**src/rtl/counter_access_arbiter.sv**
```systemverilog
// Arbitrates NUM_REQ requesters onto the two-counter core's load/read port, one op per 3 cycles.
// Define COUNTER_ARB_FIXED_PRIO_EN for fixed (lowest index wins) priority; default is round-robin.
module counter_access_arbiter #(
    parameter int NUM_REQ = 2,
    parameter int DATA_W  = 32,
    parameter int ID_W    = $clog2(NUM_REQ)
) (
    input  logic                      clk,
    input  logic                      reset,
    input  logic [NUM_REQ-1:0]        req_valid,
    input  logic [NUM_REQ-1:0]        req_write,
    input  logic [NUM_REQ-1:0]        req_sel,
    input  logic [NUM_REQ*DATA_W-1:0] req_wdata,
    output logic [NUM_REQ-1:0]        req_ack,
    output logic [DATA_W-1:0]         rdata,
    output logic [ID_W-1:0]           grant_id,
    output logic                      busy,
    input  logic [DATA_W-1:0]         counter1,
    input  logic [DATA_W-1:0]         counter2,
    output logic [DATA_W-1:0]         counter1In,
    output logic [DATA_W-1:0]         counter2In,
    output logic                      counter1We,
    output logic                      counter2We,
    output logic                      counter1Re,
    output logic                      counter2Re
);

    // state | meaning
    // IDLE  | waiting for any req_valid; arbitration happens here
    // EXEC  | one We/Re strobe to the core for the latched op
    // ACK   | req_ack to the winner; rdata valid for reads
    typedef enum logic [1:0] {IDLE, EXEC, ACK} state_t;

    state_t          state;
    logic [ID_W-1:0] last_grant;
    logic [ID_W-1:0] pick;
    logic            found;
    logic            op_write;
    logic            op_sel;

    always_comb begin
        int idx;
        idx   = 0;
        found = 1'b0;
        pick  = '0;
        for (int k = 0; k < NUM_REQ; k++) begin
`ifdef COUNTER_ARB_FIXED_PRIO_EN
            idx = k;
`else
            idx = int'(last_grant) + 1 + k;
            if (idx >= NUM_REQ) idx = idx - NUM_REQ;
`endif
            if (!found && req_valid[idx]) begin
                found = 1'b1;
                pick  = ID_W'(idx);
            end
        end
    end

    always_ff @(posedge clk or negedge reset) begin
        if (!reset) begin
            state      <= IDLE;
            last_grant <= ID_W'(NUM_REQ - 1);
            grant_id   <= '0;
            op_write   <= 1'b0;
            op_sel     <= 1'b0;
            req_ack    <= '0;
            rdata      <= '0;
            counter1In <= '0;
            counter2In <= '0;
            counter1We <= 1'b0;
            counter2We <= 1'b0;
            counter1Re <= 1'b0;
            counter2Re <= 1'b0;
        end else begin
            counter1We <= 1'b0;
            counter2We <= 1'b0;
            counter1Re <= 1'b0;
            counter2Re <= 1'b0;
            req_ack    <= '0;
            case (state)
                IDLE: begin
                    if (found) begin
                        state      <= EXEC;
                        last_grant <= pick;
                        grant_id   <= pick;
                        op_write   <= req_write[pick];
                        op_sel     <= req_sel[pick];
                        // the load value is latched straight into the selected counterXIn
                        if (req_write[pick]) begin
                            if (req_sel[pick]) begin
                                counter2We <= 1'b1;
                                counter2In <= req_wdata[int'(pick)*DATA_W +: DATA_W];
                            end else begin
                                counter1We <= 1'b1;
                                counter1In <= req_wdata[int'(pick)*DATA_W +: DATA_W];
                            end
                        end else begin
                            if (req_sel[pick]) counter2Re <= 1'b1;
                            else               counter1Re <= 1'b1;
                        end
                    end
                end
                EXEC: begin
                    state             <= ACK;
                    req_ack[grant_id] <= 1'b1;
                    if (!op_write) rdata <= op_sel ? counter2 : counter1;
                end
                ACK:     state <= IDLE;
                default: state <= IDLE;
            endcase
        end
    end

    assign busy = (state != IDLE);

endmodule

```
**config.mk**
```make
export PLATFORM = sky130hd
export DESIGN_NAME = counter_access_arbiter
export DESIGN_NICKNAME = d
export VERILOG_FILES = /design/src/rtl/counter_access_arbiter.sv
export SDC_FILE = /design/constraint.sdc
export NUM_CORES = 1
export LEC_CHECK = 0
export ABC_CLOCK_PERIOD_IN_PS = 3700
export CAP_MARGIN = 30
export CORE_MARGIN = 5
export CORE_UTILIZATION = 44
export CTS_CLUSTER_DIAMETER = 80
export CTS_CLUSTER_SIZE = 8
export DETAILED_ROUTE_END_ITERATION = 8
export GPL_ROUTABILITY_DRIVEN = 0
export PLACE_DENSITY_LB_ADDON = 0.3
export SYNTH_ARGS = -nofsm -noshare
export SYNTH_HDL_FRONTEND = slang
export SYNTH_SLANG_ARGS = --single-unit
```
**constraint.sdc**
```tcl
create_clock -name clk -period 3.7 [get_ports clk]
set_input_delay 0.555 -clock clk [delete_from_list [all_inputs] [get_ports clk]]
set_output_delay 0.555 -clock clk [all_outputs]
set_load 0.05 [all_outputs]
```
==> impl_metrics.py, run 1 <==
metrics = {
    "yosys": {
        "yosys.area.top_type": "dfrtp_1",
        "synth_top_area_frac": 0.553,
        "ys_seq_area_frac": 0.558,
        "synth.distinct_cells": 24,
        "syn_inst": 420,
        "synth_seq_cells": 108,
        "syn_area_per_cell_um2": 11.5,
        "syn-cell-area_um2": 4840,
        "syn-num-nets": 556,
        "yosys-top-cells-area": "dfrtp_1, mux2i_1, inv_1",
        "ys_warn_count": 0,
    },
    "worst_setup_path": {
        "crit_buf_inv": 2,
        "cp_max_fo": 6,
        "crit_path_end_kind": "primary output",
        "start_kind": "flip-flop",
        "path_cells": "nor2_2 > inv_1 > clkdlybuf4s50_1",
        "crit_type": "reg -> out",
        "cp_top_family": "buffers and inverters",
        "slowest_delay_ns": 0.72,
        "cp.required_ns": 3.14,
        "slowest_stage": "clkdlybuf4s50_1",
        "critical_path_arrival_ns": 1.79,
    },
    "die": {
        "rows": 38,
        "start_util": 0.449,
        "coreArea_um2": 10800,
        "dieArea_um2": 13200,
        "die_w_um": 115,
        "num_io_pins": 240,
        "die_h_um": 115,
    },
    "cts": {
        "ctsLongestPathBuffers": 2,
        "clk_latency_ns": 0.36,
        "cts_buffers": 9,
        "cts_hold_buf": 0,
        "cts_setup_buffers": 0,
        "cts_tree": "done",
        "clk_pin_slew_worst_paths_ns": 0.11,
        "post_cts_resize_count": 0,
        "cts.sinks": 108,
        "cts_htree_levels": 3,
        "root_buffer": "clkbuf_8",
    },
    "final_layout": {
        "drive_gt1_frac": 0.0485,
        "final_nets": 791,
        "final_cell_mix": "clkdlybuf4s50_1, mux2i_1, dfrtp_1, inv_1, nor2_1",
        "area_growth_pct": 56.1,
        "final_area_um2": 7560,
        "diodes": 0,
        "layout_commonest_cell": "clkdlybuf4s50_1",
    },
    "grt": {
        "grt_pass1_wl_um": 21200,
        "grt_usage": 0.203,
        "grt_pass1_vias": 4302,
        "grt_start_max_net_pins": 58,
        "antenna_found_initial": 0,
        "gr-total-overflow": 0,
    },
    "timing": {
        "slew_violations": 0,
        "rsz0062_at_grt": "false",
        "worst_pin_slew_ns": 0.933,
        "period_needed_ns": 2.35,
        "fin_crit_sh": 0.634,
        "fmax_mhz": 426,
        "slew_headroom": 0.378,
        "setup_viol": 0,
        "hold_viol": 0,
        "fin_tns_setup_ns": 0,
        "skew_ns": 0.0143,
    },
    "outcome": {
        "status": "finished clean",
    },
    "route": {
        "wl_met1_um": 4760,
        "drt_iter0_drc": 150,
        "dr_wl_met3_um": 1510,
        "wl_met2_um": 6850,
        "via_per_inst": 4.81,
        "dr.pass1.iters": 4,
        "wl_um": 13300,
        "ant_nets": 0,
        "drcViolationCount": 0,
        "top_layer_used": "met4",
        "wire_per_inst_um": 16.6,
        "vias": 3845,
    },
    "min_path": {
        "min_path_type": "in -> async",
    },
    "pwr": {
        "p_per_area_nw_per_um2": 971,
        "power.leakage_nw": 3.57,
        "ir_drop_v": 0.000630,
    },
    "run": {
        "drv_cap": 0,
    },
    "place": {
        "port_buffers": 239,
        "placed_cell_area_um2": 7360,
        "dp_hpwl_um": 10400,
    },
}
==> path summary, 6_finish.rpt <==
check / slack (ns) / start / cells after the start / endpoint
max: 1.35 / state[1] / 3 / busy
min: 0.20 / reset / 1 / rdata[2]
max reg2reg: 1.71 / last_grant / 5 / counter1In[13]
min reg2reg: 0.50 / grant_id / 1 / req_ack[0]
max in group asynchronous: 2.71 / reset / 2 / op_sel
min in group clk: 0.50 / grant_id / 1 / req_ack[0]
==> metrics by stage <==
| stage | setup slack [ns] | util | std cells | hold slack, ns | total power [mW] |
|---|---|---|---|---|---|
| 3_5_place_dp | 1.15 | 0.682 | 784 | 0.481 | 6.68 |
| 5_1_grt | 1.28 | 0.701 | 800 | 0.257 | 7.74 |
| 6_report | 1.35 | 0.701 | 800 | 0.205 | 7.34 |
| 3_3_place_gp | 1.27 | 0.680 | 783 | 0.479 | 6.54 |
| 4_1_cts | 1.33 | 0.701 | 800 | 0.231 | 7.41 |
| 2_1_floorplan | 2.07 | - | 420 | 0.259 | 5.05 |
==> cell usage after synthesis <==
cell      number
nor2_2         1
a31oi_1        2
buf_2         10
nand3_1        1
and2_1         1
nor3_1         2
inv_2          3
nand2b_1       2
a22o_1         1
dfrtp_1      107
o21ai_1        4
clkbuf_1       4
inv_1         68
mux2i_1      130
nand2_1        4
o22a_1         1
nand4_1        1
o22ai_2        1
buf_6          6
dfstp_2        1
a21boi_2       1
buf_4          1
a21oi_1       32
nor2_1        36
==> power breakdown <==
group          switching (mW)  total [mW]  leakage [nW]  internal, mW
Sequential              0.408        2.16          1.22          1.76
Clock                   0.405       0.725        0.0935         0.320
Combinational            2.89        4.45          2.26          1.56
==> area by class of cell <==
type / count / area (um2)
Fill cell: 795 / 3230
Timing Repair Buffer: 245 / 2460
Tap cell: 140 / 175
Clock inverter: 6 / 71.3
Sequential cell: 108 / 2710
Multi-Input combinational cell: 220 / 1760
Inverter: 71 / 267
Clock buffer: 10 / 128
==> sequential cells by signal, summed over array words and instances (netlist names), 2 cells and up <==
| register | cells |
|---|---|
| rdata | 32 |
| state | 2 |
| req_ack | 2 |
| counter1In | 32 |
| counter2In | 32 |
==> logic make-up after synthesis <==
logic type / count (synthesis) / share of synthesized area
compound gates: 42 / 0.0483
mux: 130 / 0.269
buf+inv: 92 / 0.0840
flops: 108 / 0.558
simple gates: 48 / 0.0406
==> layer usage <==
metal / track usage / vias up
li1: - / 1836
met2: 0.373 / 173
met3: 0.0742 / 15
met5: 0 / -
met4: 0.0626 / 0
met1: 0.215 / 1821
No activity file was read; power rests on OpenSTA's default activity.
==> run 2: changes to the inputs <==
ABC_CLOCK_PERIOD_IN_PS = 2080   (was 3700)
CORE_UTILIZATION = 37   (was 44)
clock period = 2.08 ns   (was 3.7 ns; I/O delays follow)
==> impl_metrics.py, run 2 (same netlist as run 1, synthesis figures left out) <==
metrics = {
    "final_layout": {
        "area_growth_pct": 61.9,
        "final_area_um2": 7840,
        "drive_gt1_frac": 0.0556,
        "diodes": 0,
        "instances_no_fill": 838,
        "layout_commonest_cell": "clkdlybuf4s50_1",
        "final_nets": 797,
        "final_cell_mix": "clkdlybuf4s50_1, mux2i_1, dfrtp_1, inv_1, nor2_1",
        "reg_top3": "counter1In (32), counter2In (32), rdata (32)",
    },
    "route": {
        "wire_per_inst_um": 16.1,
        "ant_nets": 0,
        "drcViolationCount": 0,
        "vias": 3870,
        "via_per_inst": 4.62,
        "wl_um": 13500,
        "drt_iter0_drc": 179,
        "dr.pass1.iters": 4,
    },
    "cts": {
        "root_buffer": "clkbuf_16",
        "cts_setup_buffers": 0,
        "cts.sinks": 108,
        "cts_buffers": 9,
        "cts_tree": "done",
        "clk_pin_slew_worst_paths_ns": 0.07,
        "ctsLongestPathBuffers": 2,
        "cts_htree_levels": 3,
        "clk_latency_ns": 0.33,
    },
    "die": {
        "die_h_um": 124,
        "start_util": 0.381,
        "coreArea_um2": 12700,
        "num_io_pins": 240,
        "die_w_um": 124,
        "rows": 41,
        "dieArea_um2": 15500,
    },
    "min_path": {
        "min_path_type": "reg -> reg",
        "hold_start": "grant_id",
        "hold_depth": 1,
        "whs_endpoint": "req_ack[0]",
    },
    "grt": {
        "grt_usage": 0.175,
        "antenna_found_initial": 0,
        "gr-total-overflow": 0,
        "grt_pass1_vias": 4194,
        "grt_start_max_net_pins": 65,
        "grt_pass1_wl_um": 22000,
    },
    "timing": {
        "worst_pin_slew_ns": 0.556,
        "fin_tns_setup_ns": 0,
        "setup_viol": 0,
        "rsz0062_at_grt": "false",
        "hold_viol": 0,
        "skew_ns": 0.00725,
        "slew_headroom": 0.628,
        "period_needed_ns": 1.87,
        "fin_crit_sh": 0.900,
        "fmax_mhz": 534,
        "slew_violations": 0,
    },
    "pwr": {
        "p_per_area_nw_per_um2": 1760,
        "ir_drop_v": 0.000914,
        "power.leakage_nw": 3.70,
    },
    "place": {
        "port_buffers": 239,
        "placed_cell_area_um2": 7480,
        "placedCellCount": 821,
        "dp_hpwl_um": 10600,
    },
    "outcome": {
        "status": "finished clean",
    },
    "worst_setup_path": {
        "cp.required_ns": 1.77,
        "crit_buf_inv": 1,
        "slowest_stage": "clkdlybuf4s50_1",
        "crit_path_end_kind": "primary output",
        "reg2reg_setup_slack_ns": 0.38,
        "r2r-start": "last_grant",
        "cp_max_fo": 4,
        "reg2reg_depth": 5,
        "start_kind": "flip-flop",
        "worstReg2RegEnd": "counter1In[18]",
        "path_cells": "clkdlybuf4s50_1",
        "crit_type": "reg -> out",
        "cp_top_family": "buffers and inverters",
        "slowest_delay_ns": 0.83,
        "critical_path_arrival_ns": 1.56,
    },
    "run": {
        "drv_cap": 0,
    },
}
-- run 2: timing repair --
item                       CTS  global route
hold endpoints to repair    63             0
setup endpoints to repair    1             0
hold buffers                 1             0
gates resized for setup      1             0
-- run 2: power breakdown --
group	total [mW]	internal, mW	switching, mW	leakage (nW)
Combinational	8.09	2.80	5.30	2.30
Clock	1.97	1.24	0.733	0.173
Sequential	3.70	3.13	0.571	1.22
Total	13.8	7.17	6.60	3.70
-- run 2: worst max path at each step --
stage	start	end	slack [ns]	cells past startpoint
2_1_floorplan	last_grant	counter1In[10]	0.51	5
3_3_place_gp	req_valid[1]	counter1In[9]	0.07	6
3_5_place_dp	req_valid[1]	counter1In[18]	0.01	6
4_1_cts	grant_id	grant_id	0.19	1
5_1_grt	grant_id	grant_id	0.15	1
6_report	grant_id	grant_id	0.21	1
-- run 2: layer usage --
layer	vias to the layer above	wire length, um	track usage
met4	0	192	0.0509
met1	1834	5690	0.207
met2	165	6540	0.300
met3	13	1100	0.0617
li1	1858	-	-
met5	-	0	0
-- run 2: area by class of cell --
type / count / area (um2)
timing repair buffer: 251 / 2540
inverter: 71 / 267
sequential: 108 / 2710
tap: 172 / 215
clock inverter: 4 / 95.1
fill: 1037 / 4880
clock buffer: 12 / 256
multi-input combinational: 220 / 1760
-- run 2: metrics by stage --
step	setup slack [ns]	power [mW]	utilization	hold WS, ns
finish	0.208	13.8	0.616	0.491
global route	0.154	14.5	0.616	0.512
CTS	0.187	13.9	0.616	0.486
detailed placement	0.0148	11.9	0.588	0.343
global placement	0.0737	11.7	0.588	0.332
floorplan	0.512	8.98	-	0.0164
